`src/rtl/ttwp_pkg.sv`:
```
// ttwp_pkg: shared constants and types for the Troy Wide Word Processor front end.
//   IMEM_AW    : instruction memory word-address width
//   INSTR_W    : instruction word width
//   OPCODE_MSB/OPCODE_LSB : opcode field within an instruction (bit 0 is the MSB)
//   HALT_OP    : opcode that stops fetch when the halt feature is built in
//   fetch_entry_t : one prefetch buffer entry {pc, instr}
package ttwp_pkg;

  localparam int IMEM_AW    = 8;
  localparam int INSTR_W    = 32;
  localparam int OPCODE_MSB = 0;
  localparam int OPCODE_LSB = 5;
  localparam logic [0:5] HALT_OP = 6'h3F;

  typedef struct packed {
    logic [0:IMEM_AW-1] pc;
    logic [0:INSTR_W-1] instr;
  } fetch_entry_t;

endpackage

```
`src/rtl/ifetch_buf.sv`:
```
// ifetch_buf: 2-entry synchronous prefetch FIFO with push, pop, flush and count.
// Ports:
//   clk, reset     : clock, asynchronous active-high reset (clears entries too)
//   flush_i        : drop all entries; wins over push/pop in the same cycle
//   push_i, wdata_i: write an entry at the write pointer
//   pop_i          : retire the head entry
//   head_o         : entry at the read pointer (holds last value when empty)
//   valid_o        : at least one entry present
//   count_o        : number of entries, 0..2
import ttwp_pkg::*;

module ifetch_buf (
  input  logic         clk,
  input  logic         reset,
  input  logic         flush_i,
  input  logic         push_i,
  input  logic         pop_i,
  input  fetch_entry_t wdata_i,
  output fetch_entry_t head_o,
  output logic         valid_o,
  output logic [1:0]   count_o
);

  fetch_entry_t ent_q [2];
  logic         wr_ptr_q;
  logic         rd_ptr_q;
  logic [1:0]   count_q;
  logic [1:0]   count_d;

  always_comb begin
    count_d = count_q;
    case ({push_i, pop_i})
      2'b10:   count_d = count_q + 2'd1;
      2'b01:   count_d = count_q - 2'd1;
      default: count_d = count_q;
    endcase
  end

  always_ff @(posedge clk or posedge reset) begin
    if (reset) begin
      ent_q[0] <= '0;
      ent_q[1] <= '0;
      wr_ptr_q <= 1'b0;
      rd_ptr_q <= 1'b0;
      count_q  <= 2'd0;
    end else if (flush_i) begin
      // Entry storage is left alone; with count at zero it is invisible.
      wr_ptr_q <= 1'b0;
      rd_ptr_q <= 1'b0;
      count_q  <= 2'd0;
    end else begin
      if (push_i) begin
        ent_q[wr_ptr_q] <= wdata_i;
        wr_ptr_q        <= ~wr_ptr_q;
      end
      if (pop_i) begin
        rd_ptr_q <= ~rd_ptr_q;
      end
      count_q <= count_d;
    end
  end

  assign head_o  = ent_q[rd_ptr_q];
  assign valid_o = (count_q != 2'd0);
  assign count_o = count_q;

endmodule

```
`src/rtl/ifetch.sv`:
```
// ifetch: instruction fetch stage. Drives the instruction memory address from
// the PC register, captures the combinational read data into a 2-entry
// prefetch buffer and presents the head entry to decode over valid/ready.
// Branch redirects from execute flush the buffer and reload the PC.
// Optional feature macro: IFETCH_HALT_EN -- when defined, fetching a word whose
// opcode is HALT_OP stops fetch until redirect or reset; when undefined,
// halted is tied low and no opcode decode exists.
// Ports:
//   clk, reset   : clock, asynchronous active-high reset
//   imem_addr    : word address to instruction memory (the PC register)
//   imem_data    : instruction word read from imem_addr this cycle
//   redirect     : branch/jump taken; redirect_pc is the new PC
//   if_valid/if_ready : handshake to decode
//   if_instr/if_pc    : head entry instruction and address
//   halted       : fetch stopped on HALT
import ttwp_pkg::*;

module ifetch #(
  parameter int                 DEPTH    = 2,  // only 2 is supported
  parameter logic [0:IMEM_AW-1] RESET_PC = 8'h00
) (
  input  logic               clk,
  input  logic               reset,
  output logic [0:IMEM_AW-1] imem_addr,
  input  logic [0:INSTR_W-1] imem_data,
  input  logic               redirect,
  input  logic [0:IMEM_AW-1] redirect_pc,
  output logic               if_valid,
  input  logic               if_ready,
  output logic [0:INSTR_W-1] if_instr,
  output logic [0:IMEM_AW-1] if_pc,
  output logic               halted
);

  logic [0:IMEM_AW-1] pc_q;
  logic [1:0]         count;
  logic               pop;
  logic               full;
  logic               fetch;
  fetch_entry_t       push_ent;
  fetch_entry_t       head_ent;

  assign pop  = if_valid & if_ready;
  assign full = (count == 2'(DEPTH));

`ifdef IFETCH_HALT_EN
  logic halted_q;
  logic is_halt;

  assign is_halt = (imem_data[OPCODE_MSB:OPCODE_LSB] == HALT_OP);
  assign fetch   = ~redirect & ~halted_q & (~full | pop);
  assign halted  = halted_q;

  always_ff @(posedge clk or posedge reset) begin
    if (reset) begin
      halted_q <= 1'b0;
    end else if (redirect) begin
      halted_q <= 1'b0;
    end else if (fetch && is_halt) begin
      halted_q <= 1'b1;
    end
  end
`else
  assign fetch  = ~redirect & (~full | pop);
  assign halted = 1'b0;
`endif

  // PC: redirect wins; otherwise advance (mod 256) on every accepted fetch.
  always_ff @(posedge clk or posedge reset) begin
    if (reset) begin
      pc_q <= RESET_PC;
    end else if (redirect) begin
      pc_q <= redirect_pc;
    end else if (fetch) begin
      pc_q <= pc_q + 8'd1;
    end
  end

  assign push_ent.pc    = pc_q;
  assign push_ent.instr = imem_data;

  // A pop coinciding with redirect is still a completed transfer to decode;
  // the flush simply takes priority inside the buffer.
  ifetch_buf u_buf (
    .clk     (clk),
    .reset   (reset),
    .flush_i (redirect),
    .push_i  (fetch),
    .pop_i   (pop),
    .wdata_i (push_ent),
    .head_o  (head_ent),
    .valid_o (if_valid),
    .count_o (count)
  );

  assign imem_addr = pc_q;
  assign if_instr  = head_ent.instr;
  assign if_pc     = head_ent.pc;

endmodule

```
`config.mk`:
```
export PLATFORM = sky130hd
export DESIGN_NAME = ifetch
export DESIGN_NICKNAME = d
export VERILOG_FILES = /design/src/rtl/ttwp_pkg.sv /design/src/rtl/ifetch_buf.sv /design/src/rtl/ifetch.sv
export SDC_FILE = /design/constraint.sdc
export NUM_CORES = 1
export LEC_CHECK = 0
export BUFFER_PORTS_ARGS = -buffer_cell sky130_fd_sc_hd__buf_2
export CORE_MARGIN = 5
export CORE_UTILIZATION = 45
export CTS_BUF_LIST = sky130_fd_sc_hd__clkbuf_4
export CTS_CLUSTER_DIAMETER = 100
export DETAILED_ROUTE_END_ITERATION = 10
export GPL_TIMING_DRIVEN = 0
export HOLD_SLACK_MARGIN = 0.12
export PLACE_DENSITY = 0.68
export REMOVE_ABC_BUFFERS = 1
export SETUP_SLACK_MARGIN = 0.2
export SYNTH_ARGS = -nofsm -noshare
export SYNTH_HDL_FRONTEND = slang
export SYNTH_HIERARCHICAL = 1
export SYNTH_SLANG_ARGS = --single-unit
```
`constraint.sdc`:
```
create_clock -name clk -period 4.15 [get_ports clk]
set_input_delay 1.0375 -clock clk [delete_from_list [all_inputs] [get_ports clk]]
set_output_delay 1.0375 -clock clk [all_outputs]
set_load 0.005 [all_outputs]
```
==> results of run 1 <==
==> worst paths after layout <==
| check | slack [ns] | depth (start not counted) | endpoint | startpoint |
|---|---|---|---|---|
| max in group asynchronous | 2.95 | 3 | u_buf/rd_ptr_q$_DFFE_PP0P_ | reset |
| worst max register to register | 1.24 | 6 | u_buf/ent_q[9]$_DFFE_PP0P_ | u_buf/count_o[0]$_DFFE_PP0P_ |
| worst max-delay path | 1.19 | 6 | u_buf/ent_q[9]$_DFFE_PP0P_ | if_ready |
| worst min-delay path | 0.50 | 1 | u_buf/ent_q[74]$_DFFE_PP0P_ | u_buf/ent_q[74]$_DFFE_PP0P_ |
| min in group asynchronous | 0.57 | 2 | imem_addr[1]$_DFFE_PP0P_ | reset |
| worst min register to register | 0.50 | 1 | u_buf/ent_q[74]$_DFFE_PP0P_ | u_buf/ent_q[74]$_DFFE_PP0P_ |
==> cells in the mapped netlist (all sizes together) <==
library cell,instances,area (um2)
mux2,120,1350
dfrtp,92,2300
buf,15,119
nand2,11,41.3
o21ai,10,50.1
xnor2,9,78.8
a21oi,4,20.0
inv,4,15.0
nand3,4,20.0
nor2,3,11.3
nor3b,3,33.8
a211oi,2,25.0
clkbuf,2,7.51
mux2i,2,20.0
nor3,2,10.0
a21boi,1,11.3
and3b,1,8.76
conb,1,3.75
ha,1,12.5
nand3b,1,7.51
nand4,1,6.26
nor2b,1,13.8
o21a,1,7.51
or2,1,6.26
xor2,1,8.76
==> stage by stage <==
step	setup TNS (ns)	setup WS (ns)	std cells
after CTS	0	1.18	501
after floorplan	0	0.820	276
after global routing	0	1.01	501
after global placement	-17.95	-0.313	479
final	0	1.19	501
after detailed placement	0	0.721	485
==> layout make-up <==
class	count	area, um2
clock buffer	9	67.6
clock inverter	7	91.3
fill	786	4190
inverter	4	17.5
multi-input combinational	180	1750
sequential	92	2300
tap	111	139
timing repair buffer	98	593
==> sequential cells by signal, summed over array words and instances (netlist names) <==
signal and cells:
u_buf/count_o 2, imem_addr 8, u_buf/wr_ptr_q 1, u_buf/rd_ptr_q 1, u_buf/ent_q 80
==> power by group through the flow <==
| stage | Clock, mW | Combinational, mW | Sequential [mW] |
|---|---|---|---|
| 4_1_cts | 0.557 | 1.29 | 1.52 |
| 5_1_grt | 0.587 | 1.39 | 1.57 |
| 2_1_floorplan | 0 | 0.819 | 1.49 |
| 3_3_place_gp | 0 | 1.19 | 1.55 |
| 3_5_place_dp | 0 | 1.29 | 1.54 |
| 6_report | 0.532 | 1.27 | 1.51 |
==> logic make-up (layout without fill, tap and decap cells) <==
| group | Yosys count | in the layout | synth area share [%] |
|---|---|---|---|
| other cells | 1 | 1 | 0.0895 |
| xor+xnor | 10 | 10 | 2.09 |
| mux | 122 | 122 | 32.7 |
| fa+ha+maj | 1 | 1 | 0.298 |
| compound gates | 18 | 18 | 2.72 |
| flops | 92 | 92 | 54.9 |
| buf+inv | 21 | 118 | 3.37 |
| simple gates | 28 | 28 | 3.79 |
==> layer usage <==
| layer | vias to the layer above | track usage, % |
|---|---|---|
| met1 | 1279 | 21.3 |
| met2 | 74 | 24.0 |
| met5 | - | 0 |
| met4 | 0 | 4.93 |
| met3 | 9 | 2.98 |
| li1 | 1226 | - |
==> results.cfg, run 1 <==
[clocking]
cts_buffers = 9
clk_path_buf_depth = 2
cts.htree.levels = 3
cts_hold_buf = 0
root_buffer = clkbuf_4
cts_tree = done
post_cts_buffers = 0
clk_latency_ns = 0.42
cts.clk_slew.worst_paths_ns = 0.13
clock_sinks = 92
cts_resized = 0

[detailed_routing]
wl_per_cell_um = 16.4
met2_length_mm = 3.90
vias = 2588
vias_per_cell = 5.17
met1Wirelength_mm = 3.81
ant_nets = 0
drc = 0
routed_wl_mm = 8.22
first_iter_violations = 45
first_pass_iters = 4
highest_layer = met4
dr_wl_met3_um = 415

[setup_path]
cp-end-kind = flop
critPathBufInv = 2
slowest_stage = nand3b_1
critical_path_class = in2reg
required_ns = 4.46
slowest_delay_ns = 0.74
worstPathArrival_ns = 3.26
cp_top_family = simple AND/OR/NAND/NOR gates
critPathMaxFanout = 17
cp_cell_sequence = buf_2 > nand2_1 > a21oi_1 > nand3b_1 > buf_16 > mux2_2
start_kind = primary input

[power_and_ir_drop]
power_frac_seq_pct = 45.7
p_sw_mw = 0.991
cellPowerDensity_nw_per_um2 = 667
internal_power_mw = 2.32
clkPwrFrac_pct = 16.1
swShare_pct = 30.0
total_power_mw = 3.31
combPwrFrac_pct = 38.3
p_leak_nw = 2.24
irDropWorstVdd_mv = 0.347

[sta]
rsz0062_at_grt = no
worst_slew_pin_slew_ns = 0.906
hold_violations = 0
setup_viol = 0
period_minus_slack_ns = 2.96
hold_ws_ns = 0.505
slew_violations = 0
fin_skew_ns = 0.0138
fmax_ghz = 0.338
period_share_pct = 71.2
relSlewSlack_pct = 39.5

[job]
cap_violations = 0

[synth]
netlist_instances = 293
synth_warnings = 6
netlist_area_um2 = 4190
ys_types = 30
synth.avg_cell_area_um2 = 14.3
yosysSeqAreaShare_pct = 54.9
synth-seq-cells = 92

[floorplan]
core_area_um2 = 9150
die-area_um2 = 11300
die_w_um = 107
io_pins = 94
initial_core_util_pct = 45.8
num_rows = 35
die_y_um = 107

[cells_and_area]
final_common_cell = mux2_2
syn_to_final_growth_pct = 18.3
final_core_util_pct = 54.2
antennaDiodeCount = 0
fin_nets = 430
drive_gt1_share_pct = 60.8
most-common-layout-cells = mux2_2, buf_2, dfrtp_1
design_area_um2 = 4960

[status]
status = finished, final reports clean

[placement]
numPortBuffers = 92
placed_cell_area_um2 = 4800
hpwlAfterDp_mm = 5.74
place.gp.congestion = 0.768

[global_route]
grt_max_degree = 59
grt_pass1_wl_mm = 13.7
grt_usage_pct = 15.2
antenna_found_initial = 0
grt_pass1_vias = 2775
overflow = 0

[hold_path]
hp-class = reg2reg
No activity file was read; power rests on OpenSTA's default activity.
==> run 2: changes to the inputs <==
ABC_AREA = 1   (was not set)
clock period = 2.98 ns   (was 4.15 ns; I/O delays follow)
==> run 2 against run 1 <==
- register-to-register slack got worse by 0.91 ns
- sequential share of layout area decreased by 1.3 points
- setup slack got worse by 0.86 ns
- clock power increased by 21%
- total power increased by 36%
- core utilization decreased by 2.0 points
- routed wire length increased by 5.2%
- global-route usage decreased by 0.29 points
- critical endpoint is now u_buf/ent_q[77]$_DFFE_PP0P_
==> results.cfg, run 2 <==
[status]
status = finished, final reports clean

[cells_and_area]
fin_nets = 587
fillers = 931
drive_gt1_share_pct = 37.9
largest_reg_flops = 80
final_common_cell = nand2_1
most-common-layout-cells = nand2_1, buf_2, dfrtp_1
regMostFlops = u_buf/ent_q
antennaDiodeCount = 0
syn_to_final_growth_pct = 13.1

[synth]
synth-seq-cells = 92
synth_area_leaders = dfrtp_1, nand2_1, mux2_2
synth_top_area_share_pct = 51.0
netlist_area_um2 = 4510
yosysSeqAreaShare_pct = 51.0
synth_edf_count = 0
netlist_instances = 460
synth.avg_cell_area_um2 = 9.81
synth_flop_cell = dfrtp_1
synth_most_common_cell = nand2_1
synth_largest_area_cell = dfrtp_1
synth_warnings = 6
async_flop_share_pct = 100
ys_top_cells_by_count = nand2_1, dfrtp_1, inv_1, o21ai_2, mux2_2
ys_types = 26

[detailed_routing]
vias = 3212
routed_wl_mm = 8.64
drc = 0
wl_per_cell_um = 12.7
first_iter_violations = 178
first_pass_iters = 6
vias_per_cell = 4.73
ant_nets = 0

[sta]
setup_viol = 0
relSlewSlack_pct = 26.4
slew_violations = 0
worst_slew_pin_slew_ns = 1.10
fin_tns_setup_ns = 0
hold_violations = 0
worst_slack_ns = 0.330
period_minus_slack_ns = 2.65
fmax_ghz = 0.377
fin_skew_ns = 0.0184
period_share_pct = 88.9
rsz0062_at_grt = yes

[floorplan]
die-area_um2 = 12100
io_pins = 94
die_y_um = 110
num_rows = 36
core_area_um2 = 9770
die_w_um = 110
initial_core_util_pct = 46.2

[global_route]
grt_max_degree = 82
antenna_found_initial = 0
grt_usage_pct = 15.0
grt_pass1_wl_mm = 14.6
overflow = 0
grt_pass1_vias = 3281

[clocking]
cts.clk_slew.worst_paths_ns = 0.14
cts_hold_buf = 0
clk_path_buf_depth = 2
clk_latency_ns = 0.42
cts_buffers = 9
cts_tree = done
cts.htree.levels = 3
cts_resized = 0
clock_sinks = 92
root_buffer = clkbuf_4
post_cts_buffers = 0

[setup_path]
crit_path_start = u_buf/count_o[0]$_DFFE_PP0P_
cp_cell_sequence = inv_1 > nand2_1 > nand2_2 > a21oi_4 > nand3b_4 > nand2_1 > o21ai_2
cp-end-kind = flop
worstPathArrival_ns = 2.92
cpMostUsedCell = nand2_1
cp_top_family = simple AND/OR/NAND/NOR gates
slowest_delay_ns = 0.82
start_kind = flop
critPathMaxFanout = 81
r2r_start = u_buf/count_o[0]$_DFFE_PP0P_
critical_path_class = reg2reg
slowest_stage = nand3b_4
required_ns = 3.25
critPathBufInv = 1

[placement]
pre_cts_slack_ns = 0.181
numPortBuffers = 92
place.gp.congestion = 0.783
hpwlAfterDp_mm = 5.87

[power_and_ir_drop]
cellPowerDensity_nw_per_um2 = 881
p_leak_nw = 2.67
irDropWorstVdd_mv = 0.384

[hold_path]
hp-class = in2async

[job]
cap_violations = 0
[run 2: logic make-up (layout without fill, tap and decap cells)]
group                    after synthesis  count (layout)  share of synthesized area [%]
AND/OR/NAND/NOR                      156             156                           15.2
flip-flops                            92              92                           51.0
AO/OA/AOI/OAI                         87              87                           13.6
buffers and inverters                 82             168                           9.68
multiplexers                          40              40                           9.98
adder cells (fa/ha/maj)                1               1                          0.277
other                                  1               1                         0.0831
XOR/XNOR                               1               1                          0.194
[run 2: routing by layer]
metal	GRT usage [%]	part of all wire, %	up-vias
met3	2.80	5.3	10
li1	-	-	1643
met4	4.84	1.3	0
met2	25.0	46	78
met1	19.7	48	1481
met5	0	0	-
[run 2: path summary, 6_finish.rpt]
check | end | slack (ns) | cells past startpoint
min in group clk | u_buf/ent_q[66]$_DFFE_PP0P_ | 0.49 | 2
max in group asynchronous | u_buf/rd_ptr_q$_DFFE_PP0P_ | 2.07 | 3
worst min-delay path | imem_addr[6]$_DFFE_PP0P_ | 0.28 | 2
worst min register to register | u_buf/ent_q[66]$_DFFE_PP0P_ | 0.49 | 2
worst max register to register | u_buf/ent_q[77]$_DFFE_PP0P_ | 0.33 | 7
worst max-delay path | u_buf/ent_q[77]$_DFFE_PP0P_ | 0.33 | 7
[run 2: cell type report]
type | instances | area [um2] | area share, %
sequential | 92 | 2300 | 45.1
timing repair buffer | 94 | 508 | 9.95
tap | 133 | 166 | 3.26
multi-input combinational | 286 | 1770 | 34.8
clock buffer | 10 | 75.1 | 1.47
clock inverter | 5 | 53.8 | 1.05
inverter | 59 | 224 | 4.39
[run 2: power breakdown]
part	switching [mW]	internal, mW	leakage (nW)
registers	0.339	1.79	1.15
clock network	0.389	0.257	0.0659
logic	0.844	0.882	1.46
total	1.57	2.93	2.67
[run 2: per-stage QoR]
| step | instances | utilization (%) | power [mW] | cell area, um2 | hold slack (ns) |
|---|---|---|---|---|---|
| 2_1_floorplan | 437 | - | 3.26 | 4300 | 0.449 |
| 3_3_place_gp | 662 | 50.4 | 3.83 | 4920 | 0.458 |
| 3_5_place_dp | 664 | 50.9 | 3.92 | 4980 | 0.463 |
| 4_1_cts | 679 | 52.2 | 4.57 | 5100 | 0.260 |
| 5_1_grt | 679 | 52.2 | 4.90 | 5100 | 0.278 |
| 6_report | 679 | 52.2 | 4.50 | 5100 | 0.283 |
